`src/rtl/vga_layer_compositor.sv`:
```
// VGA timing generator and fixed-priority N-layer compositor with PicoBlaze-written,
// frame-synchronised colour registers and alarm-driven layer blinking.
module vga_layer_compositor #(
  parameter int       H_ACTIVE     = 640,
  parameter int       H_FP         = 16,
  parameter int       H_SYNC       = 96,
  parameter int       H_BP         = 48,
  parameter int       V_ACTIVE     = 480,
  parameter int       V_FP         = 10,
  parameter int       V_SYNC       = 2,
  parameter int       V_BP         = 33,
  parameter logic     SYNC_POL     = 1'b0,
  parameter int       N_LAYERS     = 4,
  parameter int       LAYER_LAT    = 1,
  parameter logic [7:0] PORT_BASE  = 8'h10,
  parameter int       BLINK_FRAMES = 30
) (
  input  logic                reloj,
  input  logic                resetM,
  input  logic                pix_en,
  input  logic [7:0]          port_id,
  input  logic                write_strobe,
  input  logic [7:0]          out_port,
  input  logic [N_LAYERS-1:0] layer_bit,
  input  logic                alarm_active,
  output logic [9:0]          Qh,
  output logic [9:0]          Qv,
  output logic                H_Syncreg,
  output logic                V_Syncreg,
  output logic                video_on,
  output logic                frame_start,
  output logic [3:0]          R,
  output logic [3:0]          G,
  output logic [3:0]          B
);

  localparam int H_TOTAL  = H_ACTIVE + H_FP + H_SYNC + H_BP;
  localparam int V_TOTAL  = V_ACTIVE + V_FP + V_SYNC + V_BP;
  localparam int HS_START = H_ACTIVE + H_FP;
  localparam int HS_END   = HS_START + H_SYNC - 1;
  localparam int VS_START = V_ACTIVE + V_FP;
  localparam int VS_END   = VS_START + V_SYNC - 1;
  localparam int CNT_W    = $clog2(BLINK_FRAMES + 1);

  function automatic logic [11:0] expand_rgb332(input logic [7:0] c);
    return {c[7:5], c[7], c[4:2], c[4], c[1:0], c[1:0]};
  endfunction

  logic                h_last_s;
  logic                v_last_s;
  logic [2:0]          flags_s;
  logic [2:0]          flags_dly_s;
  logic [7:0]          off_s;
  logic                wr_bg_s;
  logic [N_LAYERS-1:0] wr_col_s;
  logic                wr_en_s;
  logic                wr_blink_s;
  logic [7:0]          bg_stg_r;
  logic [7:0]          col_stg_r [N_LAYERS];
  logic [N_LAYERS-1:0] en_stg_r;
  logic [N_LAYERS-1:0] blink_stg_r;
  logic [7:0]          bg_sh_r;
  logic [7:0]          col_sh_r [N_LAYERS];
  logic [N_LAYERS-1:0] en_sh_r;
  logic [N_LAYERS-1:0] blink_sh_r;
  logic [CNT_W-1:0]    blink_cnt_r;
  logic                blink_phase_r;
  logic [N_LAYERS-1:0] vis_s;
  logic [7:0]          pix_col_s;
  logic [11:0]         rgb_s;

  assign h_last_s = (Qh == 10'(H_TOTAL - 1));
  assign v_last_s = (Qv == 10'(V_TOTAL - 1));

  // Flags are kept active-high here; polarity is applied at the output register.
  assign flags_s = {(Qh >= 10'(HS_START)) && (Qh <= 10'(HS_END)),
                    (Qv >= 10'(VS_START)) && (Qv <= 10'(VS_END)),
                    (Qh < 10'(H_ACTIVE)) && (Qv < 10'(V_ACTIVE))};

  // Scan counters and frame-start pulse
  always_ff @(posedge reloj or negedge resetM) begin
    if (!resetM) begin
      Qh          <= 10'd0;
      Qv          <= 10'd0;
      frame_start <= 1'b0;
    end else begin
      frame_start <= pix_en & h_last_s & v_last_s;
      if (pix_en) begin
        if (h_last_s) begin
          Qh <= 10'd0;
          if (v_last_s) Qv <= 10'd0;
          else          Qv <= Qv + 10'd1;
        end else begin
          Qh <= Qh + 10'd1;
        end
      end
    end
  end

  generate
    if (LAYER_LAT == 0) begin : g_no_dly
      assign flags_dly_s = flags_s;
    end else begin : g_dly
      logic [2:0] pipe_r [LAYER_LAT];

      // Timing flags delayed to match the layer source latency
      always_ff @(posedge reloj or negedge resetM) begin
        if (!resetM) begin
          for (int k = 0; k < LAYER_LAT; k++) pipe_r[k] <= 3'b000;
        end else if (pix_en) begin
          pipe_r[0] <= flags_s;
          for (int k = 1; k < LAYER_LAT; k++) pipe_r[k] <= pipe_r[k-1];
        end
      end

      assign flags_dly_s = pipe_r[LAYER_LAT-1];
    end
  endgenerate

  assign off_s = port_id - PORT_BASE;

  // Port address decode into per-register write enables
  always_comb begin
    wr_col_s   = {N_LAYERS{1'b0}};
    wr_bg_s    = write_strobe & (off_s == 8'd0);
    wr_en_s    = write_strobe & (off_s == 8'(N_LAYERS + 1));
    wr_blink_s = write_strobe & (off_s == 8'(N_LAYERS + 2));
    for (int i = 0; i < N_LAYERS; i++) begin
      wr_col_s[i] = write_strobe & (off_s == 8'(i + 1));
    end
  end

  // Staging registers take CPU writes; shadows copy them once per frame
  always_ff @(posedge reloj or negedge resetM) begin
    if (!resetM) begin
      bg_stg_r    <= 8'h00;
      en_stg_r    <= {N_LAYERS{1'b1}};
      blink_stg_r <= {N_LAYERS{1'b0}};
      bg_sh_r     <= 8'h00;
      en_sh_r     <= {N_LAYERS{1'b1}};
      blink_sh_r  <= {N_LAYERS{1'b0}};
      for (int i = 0; i < N_LAYERS; i++) begin
        col_stg_r[i] <= 8'hFF;
        col_sh_r[i]  <= 8'hFF;
      end
    end else begin
      if (wr_bg_s)    bg_stg_r    <= out_port;
      if (wr_en_s)    en_stg_r    <= out_port[N_LAYERS-1:0];
      if (wr_blink_s) blink_stg_r <= out_port[N_LAYERS-1:0];
      for (int i = 0; i < N_LAYERS; i++) begin
        if (wr_col_s[i]) col_stg_r[i] <= out_port;
      end
      // Shadows sample the pre-write staging value, so a coincident write waits a frame
      if (frame_start) begin
        bg_sh_r    <= bg_stg_r;
        en_sh_r    <= en_stg_r;
        blink_sh_r <= blink_stg_r;
        for (int i = 0; i < N_LAYERS; i++) col_sh_r[i] <= col_stg_r[i];
      end
    end
  end

  // Blink frame counter and phase, held cleared while the alarm is off
  always_ff @(posedge reloj or negedge resetM) begin
    if (!resetM) begin
      blink_cnt_r   <= {CNT_W{1'b0}};
      blink_phase_r <= 1'b0;
    end else if (!alarm_active) begin
      blink_cnt_r   <= {CNT_W{1'b0}};
      blink_phase_r <= 1'b0;
    end else if (frame_start) begin
      if (blink_cnt_r == CNT_W'(BLINK_FRAMES - 1)) begin
        blink_cnt_r   <= {CNT_W{1'b0}};
        blink_phase_r <= ~blink_phase_r;
      end else begin
        blink_cnt_r <= blink_cnt_r + CNT_W'(1);
      end
    end
  end

  // Gating the phase with alarm_active makes layers reappear on the very next pixel
  assign vis_s = layer_bit & en_sh_r &
                 ~(blink_sh_r & {N_LAYERS{blink_phase_r & alarm_active}});

  // Priority select: lowest-index visible layer overrides all others
  always_comb begin
    pix_col_s = bg_sh_r;
    for (int i = N_LAYERS - 1; i >= 0; i--) begin
      pix_col_s = vis_s[i] ? col_sh_r[i] : pix_col_s;
    end
  end

  assign rgb_s = expand_rgb332(pix_col_s);

  // Output register aligning colour with the delayed sync and active flags
  always_ff @(posedge reloj or negedge resetM) begin
    if (!resetM) begin
      H_Syncreg <= ~SYNC_POL;
      V_Syncreg <= ~SYNC_POL;
      video_on  <= 1'b0;
      R         <= 4'h0;
      G         <= 4'h0;
      B         <= 4'h0;
    end else if (pix_en) begin
      H_Syncreg <= flags_dly_s[2] ? SYNC_POL : ~SYNC_POL;
      V_Syncreg <= flags_dly_s[1] ? SYNC_POL : ~SYNC_POL;
      video_on  <= flags_dly_s[0];
      if (flags_dly_s[0]) begin
        R <= rgb_s[11:8];
        G <= rgb_s[7:4];
        B <= rgb_s[3:0];
      end else begin
        R <= 4'h0;
        G <= 4'h0;
        B <= 4'h0;
      end
    end
  end

endmodule

```
`config.mk`:
```
export PLATFORM = sky130hd
export DESIGN_NAME = vga_layer_compositor
export DESIGN_NICKNAME = d
export VERILOG_FILES = /design/src/rtl/vga_layer_compositor.sv
export SDC_FILE = /design/constraint.sdc
export NUM_CORES = 1
export LEC_CHECK = 0
export ABC_AREA = 1
export ABC_CLOCK_PERIOD_IN_PS = 4600
export BUFFER_PORTS_ARGS = -buffer_cell sky130_fd_sc_hd__buf_4
export CAP_MARGIN = 15
export CORE_MARGIN = 2
export CORE_UTILIZATION = 50
export CTS_CLUSTER_SIZE = 10
export DETAILED_ROUTE_END_ITERATION = 16
export PLACE_DENSITY = 0.69
export SETUP_SLACK_MARGIN = 0.1
export SLEW_MARGIN = 20
export SYNTH_ARGS = -nofsm -noshare
export SYNTH_HDL_FRONTEND = slang
export SYNTH_SLANG_ARGS = --single-unit
```
`constraint.sdc`:
```
create_clock -name reloj -period 4.6 [get_ports reloj]
set_clock_uncertainty 0.15 [all_clocks]
set_input_delay 0 -clock reloj [delete_from_list [all_inputs] [get_ports reloj]]
set_output_delay 0 -clock reloj [all_outputs]
set_load 0.01 [all_outputs]
```
; Word level (Yosys, flattened, before mapping)
; Index checks and enable logic that the tools add are counted.
[totals]
reg_bits = 141
inputBits = 25
out_inout_bits = 36
word_cells = 85
[classes]
n_addsub = 4
order_cmp = 6
eq_ne = 11
muxes = 17
bitwise_logic = 15
reduce_logical = 6
[op_table]
columns = cell, n
row1 = $mux 8, 4
row2 = $eq 8x3->1 const B, 3
row3 = $add 10x1->10 const B, 2
row4 = $eq 10x10->1 const B, 2
row5 = $mux 10, 2
row6 = $eq 8x2->1 const B, 2
row7 = $mux 5, 3
row8 = $and 4x4->4, 3
row9 = $mux 4, 3
row10 = $and 1x1->1, 10
row11 = $ge 10x10->1 const B, 1
row12 = $ge 10x9->1 const B, 1
row13 = $le 10x10->1 const B, 1
row14 = $le 10x9->1 const B, 1
row15 = $lt 10x10->1 const B, 1
row16 = $lt 10x9->1 const B, 1
row17 = $eq 8x1->1 const B, 1
row18 = $logic_not 8->1, 1
row19 = $sub 8x5->8 const B, 1
row20 = $add 5x1->5 const B, 1
row21 = $eq 5x5->1 const B, 1
row22 = $mux 1, 5
row23 = $ne 2x1->1 const B, 2
row24 = $not 4->4, 1
row25 = 3 further kinds, 6

; Depth between registers and ports, before layout
; Gate-level depths: netlist of run 1.
[depth]
word_depth = 9
mapped_depth = 10
ltp_nobuf = 9

; Worst setup path after synthesis of run 1
; Ideal clock, no wire load.
[synth_path]
path_type = flip-flop to flip-flop
start = reg Qh[0]
end = reg Qv[7]
setup_time_ns = 0.083
arrival_time_ns = 1.328
required_time_ns = 4.367
slack_ns = 3.039
stages_incl_launch_ff = 9
n_path_buf = 1
synth_period_minus_slack_ns = 1.561
cell_sequence = dfrtp_1 ha_1 inv_1 nor2_4 nand3_2 nor2_4 buf_6 nand3_1 o21ai_0
[synth_via]
elab_chain_cells = 2
[synth_rtl]
columns = item, line_no
row1 = start: declaration, 26  ; output logic [9:0] Qh,
row2 = start signal: assignment, 94  ; Qh <= Qh + 10'd1;
row3 = $eq 10x10->1, 72  ; assign h_last_s = (Qh == 10'(H_TOTAL - 1));
row4 = $reduce_and 2->1 (no source line), -
row5 = end signal: assignment, 92  ; else Qv <= Qv + 10'd1;
row6 = end: declaration, 27  ; output logic [9:0] Qv,
; No other way between the ends.
; A chain may end at the register's enable or synchronous reset.

; Final worst setup path of run 1
[layout_path]
start = in port_id[5]
end = reg bg_stg_r[6]
[layout_via]
elab_chain_cells = 3
[layout_rtl]
columns = item, line_no
row1 = start: declaration, 21  ; input logic [7:0] port_id,
row2 = $sub 8x5->8, 120  ; assign off_s = port_id - PORT_BASE;
row3 = $logic_not 8->1, 125  ; wr_bg_s = write_strobe & (off_s == 8'd0);
row4 = $and 1x1->1, 125
row5 = end signal: assignment, 147  ; if (wr_bg_s) bg_stg_r <= out_port;
row6 = end: declaration, 58  ; logic [7:0] bg_stg_r;
; No other way between the ends.

==> results of run 1 <==
==> state kept, by name (all words and copies together) (netlist names), 5 cells and up <==
| name | flops |
|---|---|
| Qh | 10 |
| col_sh_r | 32 |
| Qv | 10 |
| bg_stg_r | 8 |
| col_stg_r | 32 |
| bg_sh_r | 8 |
| blink_cnt_r | 5 |
==> worst register-to-register path, cell delays in order, from the launching register on <==
cell	delay (ns)
dfrtp_2	0.33
buf_4	0.45
inv_1	0.16
o21ai_0	0.47
o21ai_0	0.17
o21a_1	0.14
==> per-layer routing <==
metal | up-vias | part of all wire, % | GRT usage, %
li1 | 2586 | - | -
met1 | 2438 | 49 | 31.03
met2 | 136 | 45 | 30.63
met3 | 18 | 4.6 | 4.167
met4 | 0 | 1.7 | 8.133
met5 | - | 0 | 0
==> cell usage after synthesis (3+ instances only) <==
cell,number
o21ai_2,8
nand4_1,10
clkbuf_1,11
o21ai_1,6
nor3_1,5
dfstp_2,74
a21oi_1,3
inv_1,88
xnor2_1,3
buf_2,4
ha_1,7
nand3_1,53
buf_4,6
o21ai_0,86
xor2_1,4
nand2_1,276
nor2_1,28
inv_2,3
dfrtp_1,63
nand3_2,8
buf_6,5
==> cell type report <==
class / instances / area share, %
inverter: 93 / 4.480
tap: 172 / 2.762
multi-input combinational: 511 / 31.10
timing repair buffer: 91 / 9.875
clock inverter: 4 / 0.2569
clock buffer: 27 / 6.326
sequential: 137 / 45.20
==> cells by family (layout without fill, tap and decap cells) <==
group	Yosys count	in the layout	synth area share [%]
flip-flops	137	137	54.49
multiplexers	1	1	0.1549
adder cells (fa/ha/maj)	7	7	1.355
AO/OA/AOI/OAI	106	106	8.772
AND/OR/NAND/NOR	390	390	26.28
XOR/XNOR	7	7	0.9489
buffers and inverters	120	215	7.998
==> worst min-delay path by stage <==
stage | startpoint | endpoint | slack, ns | cells past startpoint
after floorplan | resetM | B[1] | -0.45 | 0
after global routing | resetM | blink_stg_r[1] | 0.12 | 2
after global placement | resetM | blink_stg_r[1] | 0.06 | 1
after detailed placement | resetM | blink_stg_r[2] | 0.08 | 1
after CTS | layer_bit[3] | B[1] | 0.11 | 9
final | resetM | blink_stg_r[1] | 0.02 | 2
==> per-stage QoR <==
stage                     instance area [µm²]  worst slack, ns
final                                    7792            1.639
after global routing                     7792            1.451
after CTS                                7789            1.633
after detailed placement                 6995            2.614
after global placement                   6995            2.731
after floorplan                          6461            3.039
==> power groups by stage <==
| stage | combinational (mW) | clock [mW] | sequential [mW] |
|---|---|---|---|
| 2_1_floorplan | 0.144 | 0 | 1.36 |
| 3_3_place_gp | 0.277 | 0 | 1.37 |
| 3_5_place_dp | 0.285 | 0 | 1.37 |
| 4_1_cts | 0.303 | 1.21 | 1.35 |
| 5_1_grt | 0.340 | 1.27 | 1.36 |
| 6_report | 0.300 | 1.19 | 1.35 |
==> cell usage in the layout, fill, tap and decap left out, drive strengths merged <==
cell	n
inv	91
nand2	277
nand3b	1
nand4	11
xor2	4
dfstp	74
nor2	30
o21ai	100
dfrtp	63
dlygate4sd3	28
o31ai	1
a21oi	3
clkbuf	27
buf	63
nor3b	2
nor3	6
or2	1
o21a	1
xnor2	3
o22ai	1
ha	7
clkinv	6
nand3	62
mux2i	1
==> what timing repair did <==
action | 4_1_cts | 5_1_grt
hold buffers | 28 | 0
hold endpoints to repair | 105 | 0
setup buffers | 0 | 0
==> results.cfg, run 1 <==
[power]
power.switching_mw = 0.7117
power_density_nw_per_um2 = 365.1
p_sw_share_pct = 25.02
irDropWorstVdd_v = 0.0002847
leakagePower_nw = 3.717
pwr-share-seq_pct = 47.5
intPower_mw = 2.133
power_frac_clock_pct = 42.0
finalPower_mw = 2.845
p_comb_share_pct = 10.5

[critical_path]
cp.required_ns = 4.81
cp.buffers_inverters = 6
cp_data_arrival_time_ns = 3.17
rr_worst_depth = 5
path_delay_family = buffers and inverters
r2r_end = blink_phase_r
cp_cell_sequence = dlygate4sd3_1 > buf_4 > nor2_1 > nand2_1 > dlygate4sd3_1 > inv_2 > nand3_2 > dlygate4sd3_1 > o21ai_1 > dlygate4sd3_1
worstSetupStartpoint = port_id[5]
crit_end = bg_stg_r[6]
cp.depth = 10
reg2reg_from = frame_start
crit_path_start_kind = primary input
cp-end-kind = register
crit_type = primary input to register
critPathSlowestCell = dlygate4sd3_1
r2r_slack_ns = 2.61
cpPeakStageDelay_ns = 0.71
crit_path_frequent_cell = dlygate4sd3_1
critPathMaxFanout = 12

[cts]
clk_pin_slew_worst_paths_ns = 0.05
worstSkewPairLatency_ns = 0.42
cts_tree = done
cts-resized-gates = 0
clock-root-buffer = clkbuf_16
cts-htree-levels = 4
cts_buffers = 17
cts_sinks = 137
clockBufferDepth = 2

[floorplanning]
start_util_pct = 51.20
io_pins = 61
core_um2 = 12620
die_height_um = 117.7
rows = 41
die_w_um = 117.7
design.die.area_um2 = 13850

[synthesis]
synthTopCellsByArea = dfstp_2 (30%), dfrtp_1 (24%), nand2_1 (16%)
synth_flop_cell = dfstp_2
synthCells = 768
synth_cell_types = 36
netlist.top_cell.by_area = dfstp_2
seq_area_frac_synth_pct = 54.49
synth_edf_count = 0
synth.top_cell.area_share_pct = 30.09
ys_async_sr_fraction_pct = 100.0
syn_area_per_cell_um2 = 8.413
netlist_area_um2 = 6461
syn_nets = 800
yosysWarnings = 0
ys_seq_elements = 137

[timing]
worstMarginPinSlew_ns = 0.7428
period_share_pct = 64.37
finalHoldViolCount = 0
fmax_mhz = 337.7
max_slew_margin_pct = 50.48
period_needed_ns = 2.961
setup_viol = 0
slew_violations = 0
rsz0062_at_grt = no
setup-tns-final_ns = 0
fin_hold_ws_ns = 0.02035

[route]
vias = 5178
vias_per_cell = 5.003
drt_iter0_markers = 449
drt.antenna.violating_nets = 0
drc = 0
routedWlPerCell_um = 13.60
drtPass1Iterations = 5
finalWirelength_um = 14080

[grt]
grt.overflow.total = 0
grt_pass1_vias = 4706
antenna_found_initial = 0
grt_pass1_wl_um = 23340
grt_usage_pct = 21.03
grt_max_degree = 81

[finish]
multiInputGateArea_um2 = 2424
fillers = 1107
diodes = 0
final_nets = 883
seq_area_um2 = 3522
final_util_pct = 61.75
post_route_cells_drive_above_1_share_pct = 21.90
layoutNonFillerInstCount = 1035
area_growth_pct = 20.60

[placed_design]
dp_cells = 976
gp_congestion = 0.8747
dpl.hpwl_um = 9633
port_buffers = 60

[flow_run]
max-cap-violations = 0

[run_status]
status = completed

[min_path]
min_path_type = primary input to asynchronous set/reset pin
(Power assumes the default switching activity.)
==> run 2, diff against run 1 <==
--- a/config.mk
+++ b/config.mk
@@ -5,8 +5,8 @@
 export SDC_FILE = /design/constraint.sdc
 export NUM_CORES = 1
 export LEC_CHECK = 0
-export ABC_AREA = 1
-export ABC_CLOCK_PERIOD_IN_PS = 4600
+export ABC_AREA = 0
+export ABC_CLOCK_PERIOD_IN_PS = 2800
 export BUFFER_PORTS_ARGS = -buffer_cell sky130_fd_sc_hd__buf_4
 export CAP_MARGIN = 15
 export CORE_MARGIN = 2
==> constraint.sdc (replaced) <==
create_clock -name reloj -period 2.8 [get_ports reloj]
set_clock_uncertainty 0.15 [all_clocks]
set_input_delay 0 -clock reloj [delete_from_list [all_inputs] [get_ports reloj]]
set_output_delay 0 -clock reloj [all_outputs]
set_load 0.01 [all_outputs]
==> results.cfg, run 2 <==
[run_status]
status = completed

[critical_path]
cp.required_ns = 2.99
crit_path_start_kind = register
path_delay_family = simple AND/OR/NAND/NOR gates
critPathMaxFanout = 9
cp_cell_sequence = nor4b_1 > nand4_1 > or4_1 > a21oi_1
cp-end-kind = register
crit_type = register to register
cp.buffers_inverters = 0
cpPeakStageDelay_ns = 0.60
cp_data_arrival_time_ns = 2.44
critPathSlowestCell = nor4b_1

[timing]
period_share_pct = 80.13
period_needed_ns = 2.244
fin_ws_ns = 0.5563
setup-tns-final_ns = 0
max_slew_margin_pct = 44.08
fmax_mhz = 445.7
rsz0062_at_grt = no
fin_hold_ws_ns = 0.02776
slew_violations = 0
finalHoldViolCount = 0
setup_viol = 0
worstMarginPinSlew_ns = 0.8388

[placed_design]
placed_cell_area_um2 = 6680
dpl.hpwl_um = 9106
place_ws_ns = 0.5966
gp_congestion = 0.8268
port_buffers = 60

[flow_run]
max-cap-violations = 0

[cts]
cts-resized-gates = 0
cts_tree = done
cts_buffers = 17
clockBufferDepth = 2
cts_sinks = 137
cts-htree-levels = 4
clk_pin_slew_worst_paths_ns = 0.06
clock-root-buffer = clkbuf_16
worstSkewPairLatency_ns = 0.42

[route]
vias = 4079
drc = 0
drt.antenna.violating_nets = 0
drt_iter0_markers = 312
finalWirelength_um = 13290
vias_per_cell = 5.852
drtPass1Iterations = 4
routedWlPerCell_um = 19.07

[grt]
grt_max_degree = 66
busiest_layer = met2
grt_use_met2_pct = 37.70
antenna_found_initial = 0
grt_pass1_wl_um = 21840
grt.overflow.total = 0
grt_usage_pct = 21.96
grtUsageMet1_pct = 27.01
met3_usage_pct = 5.188
grt_pass1_vias = 4209

[synthesis]
yosysMostFrequentCell = mux2_2
synth_flop_cell = dfstp_2
yosysWarnings = 0
synth_common_cells = mux2_2 (96), dfstp_2 (74), dfrtp_1 (63)
seq_area_frac_synth_pct = 57.82
synth_edf_count = 0
synth.top_cell.area_share_pct = 31.93
syn_area_per_cell_um2 = 13.21
netlist.top_cell.by_area = dfstp_2
synthCells = 461
synth_cell_types = 57
ys_seq_elements = 137
netlist_area_um2 = 6090
ys_async_sr_fraction_pct = 100.0
syn_nets = 493
synthTopCellsByArea = dfstp_2 (32%), dfrtp_1 (26%), mux2_2 (18%)

[floorplanning]
design.die.area_um2 = 13080
start_util_pct = 50.91
die_w_um = 114.4
die_height_um = 114.4
io_pins = 61
core_um2 = 11960
rows = 40

[finish]
final_nets = 569
area_growth_pct = 21.20
post_route_cells_drive_above_1_share_pct = 49.27
diodes = 0
fillers = 919
top_regs = col_sh_r: 32 flops, col_stg_r: 32 flops
final_cell_mix = mux2_2 (96), dfstp_2 (74), buf_4 (64), dfrtp_1 (62), nand2_1 (29)
stdcell_area_um2 = 7381
final_common_cell = mux2_2

[power]
irDropWorstVdd_v = 0.0004270
power_density_nw_per_um2 = 626.8
leakagePower_nw = 3.313

[min_path]
min_path_type = primary input to register
run 2: layout make-up:
cell class / instances / area, µm² / share of cell area [%]
Inverter: 7 / 26.28 / 0.3560
Sequential cell: 137 / 3522 / 47.72
Clock inverter: 7 / 63.81 / 0.8646
Clock buffer: 25 / 506.7 / 6.866
Multi-Input combinational cell: 296 / 2447 / 33.16
Timing Repair Buffer: 78 / 630.6 / 8.544
Tap cell: 147 / 183.9 / 2.492
run 2: worst paths after layout:
path                                start            end  slack [ns]  cells after the start
min reg2reg                flags_dly_s[1]      V_Syncreg        0.26                      1
max                                 Qh[6]          Qv[9]        0.56                      4
min                            port_id[1]  col_stg_r[27]        0.03                      4
min in group asynchronous          resetM          Qh[0]        0.09                      2
max in group asynchronous          resetM  col_stg_r[11]        1.55                      3
max reg2reg                         Qh[6]          Qv[9]        0.56                      4
run 2: power by group:
part	switching, mW	total, mW	internal, mW
logic	0.160	0.316	0.156
clock network	0.799	2.14	1.34
registers	0.0941	2.17	2.08
total	1.05	4.63	3.57
run 2: per-layer routing:
layer	part of all wire [%]	routed length, µm
met1	43	5709
met2	50	6669
met3	4.6	610
met4	2.2	299
met5	0	0
run 2: stage by stage:
step	util, %	cells	total power [mW]
finish	61.71	697	4.627
global route	61.71	697	4.793
CTS	61.71	697	4.667
detailed placement	55.85	652	2.508
global placement	55.85	652	2.493
floorplan	-	461	2.321
run 2: worst register-to-register path, stage by stage, from the launching register on:
cell and delay, ns:
dfrtp_1 0.47, nor4b_1 0.60, nand4_1 0.28, or4_1 0.52
a21oi_1 0.15
run 2: kinds of logic after synthesis:
group | count (synthesis) | share of synthesized area, %
adder cells (fa/ha/maj) | 7 | 1.438
flip-flops | 137 | 57.82
XOR/XNOR | 13 | 1.870
AND/OR/NAND/NOR | 118 | 11.28
buffers and inverters | 28 | 1.993
AO/OA/AOI/OAI | 60 | 7.520
multiplexers | 98 | 18.08
run 2: timing repair:
action,CTS,global route
setup buffers,0,0
endpoints found under the hold margin,108,0
hold buffers,13,0
==> run 3, diff against run 2 <==
--- a/config.mk
+++ b/config.mk
@@ -6,7 +6,7 @@
 export NUM_CORES = 1
 export LEC_CHECK = 0
 export ABC_AREA = 0
-export ABC_CLOCK_PERIOD_IN_PS = 2800
+export ABC_CLOCK_PERIOD_IN_PS = 2300
 export BUFFER_PORTS_ARGS = -buffer_cell sky130_fd_sc_hd__buf_4
 export CAP_MARGIN = 15
 export CORE_MARGIN = 2
==> constraint.sdc (replaced) <==
create_clock -name reloj -period 2.3 [get_ports reloj]
set_clock_uncertainty 0.15 [all_clocks]
set_input_delay 0 -clock reloj [delete_from_list [all_inputs] [get_ports reloj]]
set_output_delay 0 -clock reloj [all_outputs]
set_load 0.01 [all_outputs]
==> results.cfg, run 3 (synthesis gave the netlist of run 2 again) <==
[route]
routedWlPerCell_um = 18.82
drtPass1Iterations = 4
drt.antenna.violating_nets = 0
vias_per_cell = 5.761
finalWirelength_um = 13210
drc = 0
drt_iter0_markers = 295
vias = 4044

[finish]
fillers = 888
post_route_cells_drive_above_1_share_pct = 49.73
final_cell_mix = mux2_2 (96), dfstp_2 (74), buf_4 (66), dfrtp_1 (62), nand2_1 (29)
top_regs = col_sh_r: 32 flops, col_stg_r: 32 flops
final_common_cell = mux2_2
area_growth_pct = 23.55
final_nets = 574
diodes = 0

[cts]
cts_sinks = 137
clk_pin_slew_worst_paths_ns = 0.05
cts-htree-levels = 4
cts_buffers = 17
clock-root-buffer = clkbuf_16
cts_tree = done
cts_setup_buffers = 0
worstSkewPairLatency_ns = 0.41
clockBufferDepth = 2

[power]
irDropWorstVdd_v = 0.0004665
leakagePower_nw = 3.379
power_density_nw_per_um2 = 792.5
finalPower_mw = 5.962

[timing]
worstMarginPinSlew_ns = 0.5910
period_share_pct = 88.82
slew_violations = 0
fin_hold_ws_ns = -0.01559
rsz0062_at_grt = no
fmax_mhz = 489.5
setup_viol = 0
period_needed_ns = 2.043
max_slew_margin_pct = 60.60
setup-tns-final_ns = 0
finalHoldViolCount = 14

[floorplanning]
die_height_um = 114.4
core_um2 = 11960
design.die.area_um2 = 13080
start_util_pct = 50.91
io_pins = 61
die_w_um = 114.4
rows = 40

[placed_design]
port_buffers = 60
gp_congestion = 0.8523
dpl.hpwl_um = 9018

[critical_path]
cp.required_ns = 2.48
critPathMaxFanout = 9
crit_type = register to register
cp-end-kind = register
cp_data_arrival_time_ns = 2.22
crit_path_start_kind = register

[grt]
grt_usage_pct = 21.57
grt_pass1_vias = 4175
grt.overflow.total = 0
grt_pass1_wl_um = 21370
antenna_found_initial = 0
grt_max_degree = 44

[run_status]
violations = hold timing
status = complete, but fails checks

[flow_run]
max-cap-violations = 0

[min_path]
min_path_type = primary input to asynchronous set/reset pin
## run 3: changes by cell type in the layout (fill, tap and decap cells not counted)
cell,before,now
buf_12,1,3
buf_4,64,66
bufinv_16,1,4
clkinv_2,4,3
clkinvlp_4,1,0
dlygate4sd3_1,13,14
inv_4,1,0
nor4b_1,2,1
nor4b_2,0,1
## run 3: critical path, stage by stage (launching register included)
cell and delay (ns):
dfrtp_1 0.47, nor4b_2 0.42, nand4_1 0.23, or4_1 0.50
a21oi_1 0.18
## run 3: where the power goes
group          internal (mW)  switching (mW)  total (mW)
registers               2.53           0.115        2.65
clock network           1.96           0.961        2.92
logic                  0.197           0.197       0.394
## run 3: final cells by class
class	count	area, µm²	share of cell area, %
flip-flops and latches	137	3522	46.82
clock inverters	7	135.1	1.796
inverters	7	26.28	0.3492
repair buffers	83	695.7	9.247
well taps	147	183.9	2.445
clock buffers	25	506.7	6.735
multi-input cells	296	2454	32.61
## run 3: per-layer routing
metal / wire, µm / global-route usage, %
met4: 188 / 7.805
met1: 5915 / 27.35
met2: 6638 / 36.39
met3: 468 / 4.976
met5: 0 / 0
## run 3: stage by stage
stage / cell area (µm²) / utilization [%] / setup slack [ns] / instances
finish: 7523 / 62.90 / 0.2572 / 702
global route: 7523 / 62.90 / 0.1241 / 702
CTS: 7517 / 62.85 / 0.1140 / 702
detailed placement: 6735 / 56.31 / 0.1180 / 656
global placement: 6735 / 56.31 / 0.2142 / 656
floorplan: 6090 / - / 0.2495 / 461
## run 3: final timing paths
check / from / endpoint / slack (ns) / depth (start not counted)
min in group reloj: layer_bit[2] / R[1] / 0.08 / 5
worst min-delay path: resetM / Qh[4] / -0.02 / 2
worst max register to register: Qh[6] / Qv[9] / 0.26 / 4
worst max-delay path: Qh[6] / Qv[9] / 0.26 / 4
worst min register to register: flags_dly_s[2] / H_Syncreg / 0.28 / 1
max in group asynchronous: resetM / en_stg_r[3] / 1.23 / 3
## run 3: what timing repair did
item	4_1_cts	5_1_grt
gates resized for setup	0	1
endpoints found under the hold margin	143	0
setup endpoints to repair	0	3
hold buffers	14	0
